### src/rtl/branch_unit_ctrl.sv
// branch_unit_ctrl -- branch decision and statistics for the branch stage.
//
// Purpose:
//   Turns the decoded branch flags and the ALU status into the PC-mux select,
//   registers that select and a "more than one branch flag" error for the next
//   stage, and optionally counts evaluated and taken branches.
//
// Optional feature:
//   BRANCH_UNIT_STATS_EN -- when defined, br_cnt/taken_cnt are saturating
//   counters. When undefined they are constant 0 and cnt_clr is ignored.
//
// Ports:
//   clk         in   1      rising-edge clock
//   rst         in   1      asynchronous active-high reset
//   beq_f       in   1      branch-if-equal flag
//   bne_f       in   1      branch-if-not-equal flag
//   bgtz_f      in   1      branch-if-greater-than-zero flag
//   zf          in   1      ALU zero flag
//   msb         in   1      ALU result sign bit
//   en          in   1      pipeline advance (gates all registered updates)
//   cnt_clr     in   1      synchronous clear of the counters
//   br_sel      out  1      combinational branch-taken select
//   br_sel_q    out  1      registered br_sel
//   multi_err_q out  1      registered "two or more flags asserted"
//   br_cnt      out  CNT_W  evaluated branch count (saturating)
//   taken_cnt   out  CNT_W  taken branch count (saturating)

module branch_unit_ctrl #(
  parameter int CNT_W = 32
) (
  input  logic             clk,
  input  logic             rst,
  input  logic             beq_f,
  input  logic             bne_f,
  input  logic             bgtz_f,
  input  logic             zf,
  input  logic             msb,
  input  logic             en,
  input  logic             cnt_clr,
  output logic             br_sel,
  output logic             br_sel_q,
  output logic             multi_err_q,
  output logic [CNT_W-1:0] br_cnt,
  output logic [CNT_W-1:0] taken_cnt
);

  logic w_br_sel;
  logic w_multi;
  logic w_any;

  // No priority between flags: each term contributes independently.
  assign w_br_sel = (beq_f & zf) | (bne_f & ~zf) | (bgtz_f & ~zf & ~msb);
  assign w_multi  = (beq_f & bne_f) | (beq_f & bgtz_f) | (bne_f & bgtz_f);
  assign w_any    = beq_f | bne_f | bgtz_f;

  assign br_sel = w_br_sel;

  logic r_br_sel_q;
  logic r_multi_err_q;

  always_ff @(posedge clk or posedge rst) begin
    if (rst) begin
      r_br_sel_q    <= 1'b0;
      r_multi_err_q <= 1'b0;
    end else if (en) begin
      r_br_sel_q    <= w_br_sel;
      r_multi_err_q <= w_multi;
    end
  end

  assign br_sel_q    = r_br_sel_q;
  assign multi_err_q = r_multi_err_q;

`ifdef BRANCH_UNIT_STATS_EN
  logic [CNT_W-1:0] r_br_cnt;
  logic [CNT_W-1:0] r_taken_cnt;

  // Clear wins over increment and does not need en; counters stick at all-ones.
  always_ff @(posedge clk or posedge rst) begin
    if (rst) begin
      r_br_cnt    <= '0;
      r_taken_cnt <= '0;
    end else if (cnt_clr) begin
      r_br_cnt    <= '0;
      r_taken_cnt <= '0;
    end else if (en && w_any) begin
      if (r_br_cnt != {CNT_W{1'b1}})
        r_br_cnt <= r_br_cnt + 1'b1;
      if (w_br_sel && (r_taken_cnt != {CNT_W{1'b1}}))
        r_taken_cnt <= r_taken_cnt + 1'b1;
    end
  end

  assign br_cnt    = r_br_cnt;
  assign taken_cnt = r_taken_cnt;
`else
  // Statistics disabled: constant outputs, clear input deliberately dropped.
  logic w_unused_stats;
  assign w_unused_stats = cnt_clr & w_any;

  assign br_cnt    = '0;
  assign taken_cnt = '0;
`endif

endmodule

### config.mk
export PLATFORM = sky130hd
export DESIGN_NAME = branch_unit_ctrl
export DESIGN_NICKNAME = d
export VERILOG_FILES = /design/src/rtl/branch_unit_ctrl.sv
export SDC_FILE = /design/constraint.sdc
export NUM_CORES = 1
export LEC_CHECK = 0
export BUFFER_PORTS_ARGS = -buffer_cell sky130_fd_sc_hd__buf_2
export CAP_MARGIN = 40
export CORE_MARGIN = 2
export CORE_UTILIZATION = 34
export CTS_CLUSTER_DIAMETER = 50
export CTS_CLUSTER_SIZE = 25
export DETAILED_ROUTE_END_ITERATION = 6
export PLACE_DENSITY = 0.84
export SYNTH_ARGS = -nofsm -noshare
export SYNTH_HDL_FRONTEND = slang
export SYNTH_SLANG_ARGS = --single-unit
### constraint.sdc
create_clock -name clk -period 1.69 [get_ports clk]
set_input_delay 0.338 -clock clk [delete_from_list [all_inputs] [get_ports clk]]
set_output_delay 0.338 -clock clk [all_outputs]
set_load 0.02 [all_outputs]
### Yosys cells after proc, flatten, opt, wreduce, memory -nomap -nowiden

Cells that the tools add are included.

| operators by class | value |
|---|---|
| bitwise gates (word level) | 13 |

Operators with widths:

| kind | number |
|---|---|
| AND 1 bit | 7 |
| bitwise OR 1 bit | 4 |
| NOT 1 bit | 2 |

| word-level totals | value |
|---|---|
| register bits after elaboration | 2 |
| input port bits | 9 |

### Depth between registers and ports, before layout

Gate-level depths: netlist of run 1.

| logic depth | value |
|---|---|
| word-level depth | 4 |
| gate-level depth with buffers | 3 |
| mapped depth without buffers | 3 |

### Worst setup path after synthesis of run 1

No wires, ideal clock.

| timing | value |
|---|---|
| path kind | input to output |
| start | input port msb |
| end | output port br_sel |
| arrival time | 0.831 ns |
| setup slack | 0.521 ns |
| cell stages on the path | 2 |
| path buffers | 0 |
| cell sequence | nand2b_1 a21oi_1 |

| on the way | value |
|---|---|
| cells in the longest elaborated chain, start to end | 3 |

RTL lines:

| item | line | RTL |
|---|---|---|
| start, declared | 37 | `input logic msb,` |
| NOT 1 bit | 52 | `assign w_br_sel = (beq_f & zf) \| (bne_f & ~zf) \| (bgtz_f & ~zf & ~msb);` |
| AND 1 bit | 52 |  |
| bitwise OR 1 bit | 52 |  |
| end, declared | 40 | `output logic br_sel,` |

Every way passes these cells.

### Final worst setup path of run 1

Same ends and word-level chain as after synthesis.

==> results.json, run 1 <==
{
  "first_global_vias": 156,
  "p_switching_uw": 176,
  "drv_slew": 0,
  "synth-async-reset-ratio": 1.00,
  "syn_to_final_growth_pct": -23.7,
  "cp.arrival_ns": 0.97,
  "synthCells": 77,
  "seq_area_frac_synth": 0.0847,
  "vias": 296,
  "synth_common_cells": "64 x buf_4, 2 x a21oi_1, 2 x dfrtp_1, 2 x inv_1",
  "ant_nets": 0,
  "switching_share": 0.537,
  "crit_path_start_kind": "primary input",
  "fmax_mhz": 764,
  "core_um2": 1670,
  "clk_pin_slew_ns": 0.03,
  "cp_max_fo": 2,
  "post-place-cells": 103,
  "drive_gt1_frac": 0.156,
  "antenna_found_initial": 0,
  "route.detailed.drc": 0,
  "port_buffers": 10,
  "ir_drop_mv": 0.310,
  "end_kind": "primary output",
  "die_h_um": 45.7,
  "period_minus_slack_ns": 1.31,
  "final_cells": 107,
  "ys.warnings.count": 0,
  "rsz0062_at_grt": "no",
  "fin_tns_setup_ns": 0,
  "comb_power_share": 0.513,
  "status": "finished clean",
  "io-pin-count": 76,
  "synth-seq-cells": 2,
  "synth_edf_count": 0,
  "power_density_nw_per_um2": 726,
  "die_x_um": 45.7,
  "vias_per_cell": 2.77,
  "cts-root-buf": "clkbuf_4",
  "cts_resized": 0,
  "start_util": 0.354,
  "yosysMostFrequentCell": "buf_4",
  "num_rows": 15,
  "ys.flop_type": "dfrtp_1",
  "synth.top_cell.area_share": 0.814,
  "first_iter_violations": 4,
  "yosys-top-cells-area": "buf_4 81%, dfrtp_1 8.5%, mux2_2 1.9%",
  "gp_congestion": 0.653,
  "hold_violations": 0,
  "synth_area_um2": 591,
  "setup_viol": 0,
  "tritoncts": "built",
  "worstSetupPathType": "primary input to primary output",
  "die_area_um2": 2090,
  "first_pass_iters": 2,
  "yosys.cell_types.count": 11,
  "clockPowerShare": 0.314,
  "grt_start_max_net_pins": 4,
  "routed_wirelength_um": 563,
  "intPower_uw": 151,
  "nets": 101,
  "cts_buffer_depth": 2,
  "hp-class": "primary input to flop",
  "cap_violations": 0,
  "synth_area_per_cell_um2": 7.67,
  "p_leak_nw": 0.312,
  "netlist.top_cell.by_area": "buf_4",
  "fin_skew_ns": 0,
  "grt_use_total": 0.0462,
  "whs_ns": 0.341,
  "cts_buffers": 3,
  "sequentialPowerShare": 0.173,
  "cp.required_ns": 1.35,
  "htree_levels": 1,
  "cts.sinks": 2,
  "antennaDiodeCount": 0,
  "grt-ovfl-total": 0,
  "wl_per_cell_um": 5.26,
  "grt_first_pass_wirelength_um": 614,
  "finalPower_uw": 327,
  "clkLatencyLatePin_ns": 0.22,
  "hpwlAfterDp_um": 506,
  "fin_crit_sh": 0.774
}
==> layout by cell type, fill, tap and decap left out, drive strengths merged <==
master,n
nand2b,1
mux2,1
dfrtp,2
conb,64
clkbuf,3
inv,2
o21ai,1
nor2,1
a21oi,2
o22ai,1
dlygate4sd3,1
buf,10
nor2b,1
==> power by group through the flow <==
stage	Combinational [mW]	Clock (mW)	Sequential (mW)
floorplan	0.251	0	0.0642
global placement	0.162	0	0.0567
detailed placement	0.163	0	0.0573
CTS	0.164	0.108	0.0568
global route	0.182	0.118	0.0573
finish	0.168	0.103	0.0565
==> cells by family after synthesis <==
kind of cell / count (synthesis) / share of synthesized area
buf+inv: 66 / 0.826
compound gates: 4 / 0.0360
simple gates: 3 / 0.0275
flops: 2 / 0.0847
mux: 1 / 0.0191
other cells: 1 / 0.00635
==> final timing paths <==
check	startpoint	slack (ns)	end	cells past startpoint
max in group asynchronous	rst	1.06	multi_err_q	3
worst max register to register	br_sel_q	0.95	br_sel_q	1
worst min-delay path	en	0.34	multi_err_q	2
worst max-delay path	msb	0.38	br_sel	4
worst min register to register	br_sel_q	0.51	br_sel_q	1
min in group asynchronous	rst	0.52	br_sel_q	3
==> per-stage QoR <==
step | setup slack, ns | util | instance area (um2)
after floorplan | 0.521 | - | 827
after global placement | 0.443 | 0.250 | 418
after detailed placement | 0.416 | 0.250 | 418
after CTS | 0.416 | 0.270 | 450
after global routing | 0.343 | 0.270 | 450
final | 0.381 | 0.270 | 450
==> layer usage <==
layer	routed length, um	part of all wire	up-vias	global-route usage
met5	0	0	-	0
met4	0	0	0	0.0529
met3	123	0.22	0	0.0238
met2	301	0.53	37	0.0761
met1	139	0.25	125	0.0356
li1	-	-	134	-
==> critical path, cell delays in order <==
cell and delay [ns]:
buf_2 0.09, nand2b_1 0.13, a21oi_1 0.20, buf_2 0.21
==> final cells by class <==
cell class              count  area, um2
fillers                   191       1220
multi-input cells          72        289
repair buffers             11       60.1
flip-flops and latches      2       50.0
clock buffers               3       22.5
well taps                  17       21.3
inverters                   2       7.51
==> timing repair <==
item	4_1_cts	5_1_grt
setup endpoints to repair	0	0
hold buffers	1	0
endpoints found under the hold margin	2	0
setup buffers	0	0
==> registers in the layout, indices dropped and copies added, names as in the netlist <==
name	cells
br_sel_q	1
multi_err_q	1
Note: power is estimated with default switching activity, not from simulation.
==> inputs of run 2 (changes only) <==
--- a/config.mk
+++ b/config.mk
@@ -8,11 +8,11 @@
 export BUFFER_PORTS_ARGS = -buffer_cell sky130_fd_sc_hd__buf_2
 export CAP_MARGIN = 40
 export CORE_MARGIN = 2
-export CORE_UTILIZATION = 34
+export CORE_UTILIZATION = 31
 export CTS_CLUSTER_DIAMETER = 50
 export CTS_CLUSTER_SIZE = 25
 export DETAILED_ROUTE_END_ITERATION = 6
-export PLACE_DENSITY = 0.84
+export PLACE_DENSITY = 0.78
 export SYNTH_ARGS = -nofsm -noshare
 export SYNTH_HDL_FRONTEND = slang
 export SYNTH_SLANG_ARGS = --single-unit
==> constraint.sdc (replaced) <==
create_clock -name clk -period 1.3 [get_ports clk]
set_input_delay 0.26 -clock clk [delete_from_list [all_inputs] [get_ports clk]]
set_output_delay 0.26 -clock clk [all_outputs]
set_load 0.02 [all_outputs]
==> run 2 against run 1 <==
Final area up 2.2%. Clock power up 34%. Clock-buffer cell count unchanged. Sequential cell count unchanged. Clock skew unchanged. Critical endpoint unchanged. Critical path type unchanged. Cell count up 7.5%. First-iteration DRC count down 50%. Largest power group unchanged. Die area up 8.8%. Combinational power up 30%. Worst hold slack worse by 0.083 ns. Non-clock buffer count unchanged.
==> results.json, run 2 (same netlist as run 1, synthesis figures left out) <==
{
  "post_cts_buffers": 0,
  "grt_use_total": 0.0483,
  "cts-root-buf": "clkbuf_4",
  "grt_first_pass_wirelength_um": 703,
  "crit_chain": "buf_2, nand2b_1, a21oi_1, buf_2",
  "final_core_util": 0.261,
  "start_util": 0.335,
  "cp_common_cell": "buf_2",
  "routed_wirelength_um": 616,
  "cts.sinks": 2,
  "end_kind": "primary output",
  "die_area_um2": 2270,
  "crit_path_start_kind": "primary input",
  "slowest_delay_ns": 0.19,
  "power_density_nw_per_um2": 935,
  "rsz0062_at_grt": "no",
  "gp_congestion": 0.696,
  "first_pass_iters": 3,
  "route.detailed.drc": 0,
  "cts_buffers": 3,
  "tritoncts": "built",
  "num_rows": 15,
  "syn_to_final_growth_pct": -22.0,
  "fmax_mhz": 916,
  "drive_gt1_frac": 0.156,
  "cts_buffer_depth": 2,
  "worstSetupPathType": "primary input to primary output",
  "hold_violations": 0,
  "grt_start_max_net_pins": 4,
  "worst-path-buf-inv": 2,
  "ir_drop_mv": 0.300,
  "hp-class": "primary input to flop",
  "drv_slew": 0,
  "vias": 304,
  "status": "finished clean",
  "cap_violations": 0,
  "cp_top_family": "buffers and inverters",
  "first_iter_violations": 2,
  "cp.arrival_ns": 0.83,
  "antenna_found_initial": 0,
  "die_x_um": 47.6,
  "cp_slowest_cell": "buf_2",
  "clk_pin_slew_ns": 0.03,
  "hold_buffers": 1,
  "ant_nets": 0,
  "fin_skew_ns": 0,
  "setup_viol": 0,
  "cts_resized": 0,
  "wl_per_cell_um": 5.36,
  "layout_common_cells": "64 x conb_1, 10 x buf_2, 3 x clkbuf_4",
  "htree_levels": 1,
  "period_minus_slack_ns": 1.09,
  "grt-ovfl-total": 0,
  "vias_per_cell": 2.64,
  "cp.required_ns": 1.04,
  "cp_max_fo": 2,
  "io-pin-count": 76,
  "clkLatencyLatePin_ns": 0.22,
  "fin_crit_sh": 0.840,
  "p_leak_nw": 0.312,
  "core_um2": 1760,
  "layout_commonest_cell": "conb_1",
  "antennaDiodeCount": 0,
  "hpwlAfterDp_um": 547,
  "port_buffers": 10,
  "fin_tns_setup_ns": 0,
  "first_global_vias": 187,
  "nets": 101,
  "die_h_um": 47.6
}
==> run 2: cell counts in the layout (fill, tap and decap cells not counted) <==
Identical to the previous run, type by type.
==> run 2: report_power, final <==
part           internal (mW)  switching (mW)
Sequential            0.0700         0.00333
Clock                  0.102          0.0364
Combinational         0.0251           0.194
Total                  0.197           0.233
==> run 2: through the flow <==
step                      instances  setup WS, ns  hold WS [ns]  power, mW  cell area, um2
after floorplan                 140         0.244       0.00118      0.409             827
after global placement          111         0.209         0.108      0.285             428
after detailed placement        111         0.233         0.111      0.286             428
after CTS                       115         0.228         0.247      0.435             460
after global routing            115         0.123         0.255      0.465             460
final                           115         0.208         0.258      0.430             460
==> run 2: path summary, 6_finish.rpt <==
kind	startpoint	end	slack (ns)	cells after the start
min in group asynchronous	rst	multi_err_q	0.43	3
worst max register to register	br_sel_q	br_sel_q	0.56	1
worst max-delay path	msb	br_sel	0.21	4
worst min register to register	br_sel_q	br_sel_q	0.51	1
worst min-delay path	en	multi_err_q	0.26	2
max in group asynchronous	rst	br_sel_q	0.77	3
==> run 2: layout make-up <==
| cell class | instances | area [um2] |
|---|---|---|
| Fill cell | 202 | 1300 |
| Multi-Input combinational cell | 72 | 289 |
| Timing Repair Buffer | 11 | 60.1 |
| Sequential cell | 2 | 50.0 |
| Tap cell | 25 | 31.3 |
| Clock buffer | 3 | 22.5 |
| Inverter | 2 | 7.51 |
==> run 2: metal layers <==
layer | routed length, um | GRT usage
met5 | 0 | 0
met4 | 0 | 0.0486
met3 | 126 | 0.0226
met2 | 354 | 0.0919
met1 | 135 | 0.0315
==> inputs of run 3 (changes only) <==
--- a/config.mk
+++ b/config.mk
@@ -8,11 +8,11 @@
 export BUFFER_PORTS_ARGS = -buffer_cell sky130_fd_sc_hd__buf_2
 export CAP_MARGIN = 40
 export CORE_MARGIN = 2
-export CORE_UTILIZATION = 31
+export CORE_UTILIZATION = 28
 export CTS_CLUSTER_DIAMETER = 50
 export CTS_CLUSTER_SIZE = 25
 export DETAILED_ROUTE_END_ITERATION = 6
-export PLACE_DENSITY = 0.78
+export PLACE_DENSITY = 0.74
 export SYNTH_ARGS = -nofsm -noshare
 export SYNTH_HDL_FRONTEND = slang
 export SYNTH_SLANG_ARGS = --single-unit
==> constraint.sdc (replaced) <==
create_clock -name clk -period 0.91 [get_ports clk]
set_input_delay 0.182 -clock clk [delete_from_list [all_inputs] [get_ports clk]]
set_output_delay 0.182 -clock clk [all_outputs]
set_load 0.02 [all_outputs]
==> run 3 against run 2 <==
The run now ends with negative setup slack left. Combinational power up 65%. Cell count up 4.3%. Largest power group unchanged. Clock power grew 44%. Sequential power up 47%. Register-to-register slack got worse by 0.54 ns. Wire length up 8.3%. Worst hold slack lost 0.074 ns. Critical path type is now flop to primary output. Critical path depth decreased by 3. Clock skew did not move.
==> results.json, run 3 (same netlist as run 1, synthesis figures left out) <==
{
  "vias_per_cell": 2.66,
  "comb_power_share": 0.541,
  "drv_slew": 0,
  "period_minus_slack_ns": 0.921,
  "first_iter_violations": 0,
  "cp.arrival_ns": 0.74,
  "setup_slack_ns": -0.0113,
  "die_h_um": 49.9,
  "cp_max_fo": 2,
  "clockPowerShare": 0.298,
  "worstSetupPathType": "flop to primary output",
  "ir_drop_mv": 0.512,
  "crit_chain": "buf_6",
  "power_density_nw_per_um2": 1290,
  "layout_common_cells": "64 x conb_1, 7 x buf_2, 3 x clkbuf_4, 3 x buf_6, 3 x buf_4",
  "antennaDiodeCount": 0,
  "clkLatencyLatePin_ns": 0.22,
  "routed_wirelength_um": 667,
  "vias": 319,
  "cts-root-buf": "clkbuf_4",
  "p_switching_uw": 347,
  "num_rows": 16,
  "first_global_vias": 205,
  "p_leak_nw": 0.344,
  "grt_start_max_net_pins": 4,
  "nets": 104,
  "drive_gt1_frac": 0.204,
  "fin_crit_sh": 1.01,
  "grt_first_pass_wirelength_um": 793,
  "cts.sinks": 2,
  "grt_use_total": 0.0473,
  "gp_congestion": 0.618,
  "rsz0062_at_grt": "yes",
  "wl_per_cell_um": 5.56,
  "io-pin-count": 76,
  "final_core_util": 0.262,
  "cp_top_family": "flip-flops",
  "cp_slowest_cell": "dfrtp_1",
  "core_um2": 1980,
  "cts_buffers": 3,
  "hold_violations": 0,
  "worst-path-buf-inv": 1,
  "syn_to_final_growth_pct": -12.1,
  "start_util": 0.298,
  "fin_skew_ns": 0,
  "antenna_found_initial": 0,
  "cts_buffer_depth": 2,
  "violations": "negative setup slack",
  "hpwlAfterDp_um": 577,
  "sequentialPowerShare": 0.161,
  "clk_pin_slew_ns": 0.03,
  "switching_share": 0.520,
  "port_buffers": 10,
  "slowest_delay_ns": 0.38,
  "setup_viol": 2,
  "finalPower_uw": 668,
  "route.detailed.drc": 0,
  "fmax_mhz": 1090,
  "first_pass_iters": 1,
  "cp.required_ns": 0.73,
  "layout_commonest_cell": "conb_1",
  "die_x_um": 49.9,
  "intPower_uw": 321,
  "ant_nets": 0,
  "hp-class": "primary input to flop",
  "end_kind": "primary output",
  "tritoncts": "built",
  "htree_levels": 1,
  "status": "finished, violations left",
  "crit_path_start_kind": "flop",
  "cap_violations": 0,
  "die_area_um2": 2490,
  "grt-ovfl-total": 0
}
## run 3: worst paths after layout
kind	startpoint	endpoint	slack (ns)	depth (start not counted)
max	multi_err_q	multi_err_q	-0.01	1
min	en	multi_err_q	0.18	2
max reg2reg	br_sel_q	br_sel_q	0.02	2
min reg2reg	br_sel_q	br_sel_q	0.63	2
max in group asynchronous	rst	br_sel_q	0.46	3
min in group asynchronous	rst	multi_err_q	0.35	3
## run 3: power by group through the flow
| stage | sequential, mW | combinational (mW) | clock, mW |
|---|---|---|---|
| floorplan | 0.119 | 0.467 | 0 |
| global placement | 0.105 | 0.305 | 0 |
| detailed placement | 0.106 | 0.306 | 0 |
| CTS | 0.107 | 0.331 | 0.214 |
| global route | 0.109 | 0.386 | 0.215 |
| finish | 0.108 | 0.361 | 0.199 |
## run 3: per-stage QoR
step | hold WS, ns | cell area [um2] | cells | setup WS [ns] | setup TNS (ns)
after floorplan | -0.0768 | 831 | 140 | 0.0635 | 0
after global placement | 0.0365 | 434 | 113 | -0.0105 | -0.0105
after detailed placement | 0.0343 | 434 | 113 | -0.0132 | -0.0132
after CTS | 0.163 | 489 | 118 | -0.0243 | -0.0437
after global routing | 0.196 | 519 | 120 | -0.0398 | -0.0895
final | 0.183 | 519 | 120 | -0.0113 | -0.0225
## run 3: area by class of cell
type | count | area, um2
repair buffers | 14 | 101
multi-input cells | 72 | 304
flip-flops and latches | 2 | 50.0
inverters | 2 | 7.51
clock buffers | 3 | 22.5
fillers | 221 | 1460
well taps | 27 | 33.8
## run 3: per-layer routing
layer	GRT usage	wire length (um)	vias to the layer above
met2	0.100	398	47
met1	0.0274	138	134
li1	-	-	138
met4	0.0417	0	0
met3	0.0182	130	0
met5	0	0	-
## run 3: what timing repair did
action,in CTS,in global routing
endpoints found under the setup margin,3,3
hold buffers,1,0
endpoints found under the hold margin,2,0
pin swaps,0,1
gates resized for setup,5,3
setup buffers,1,2
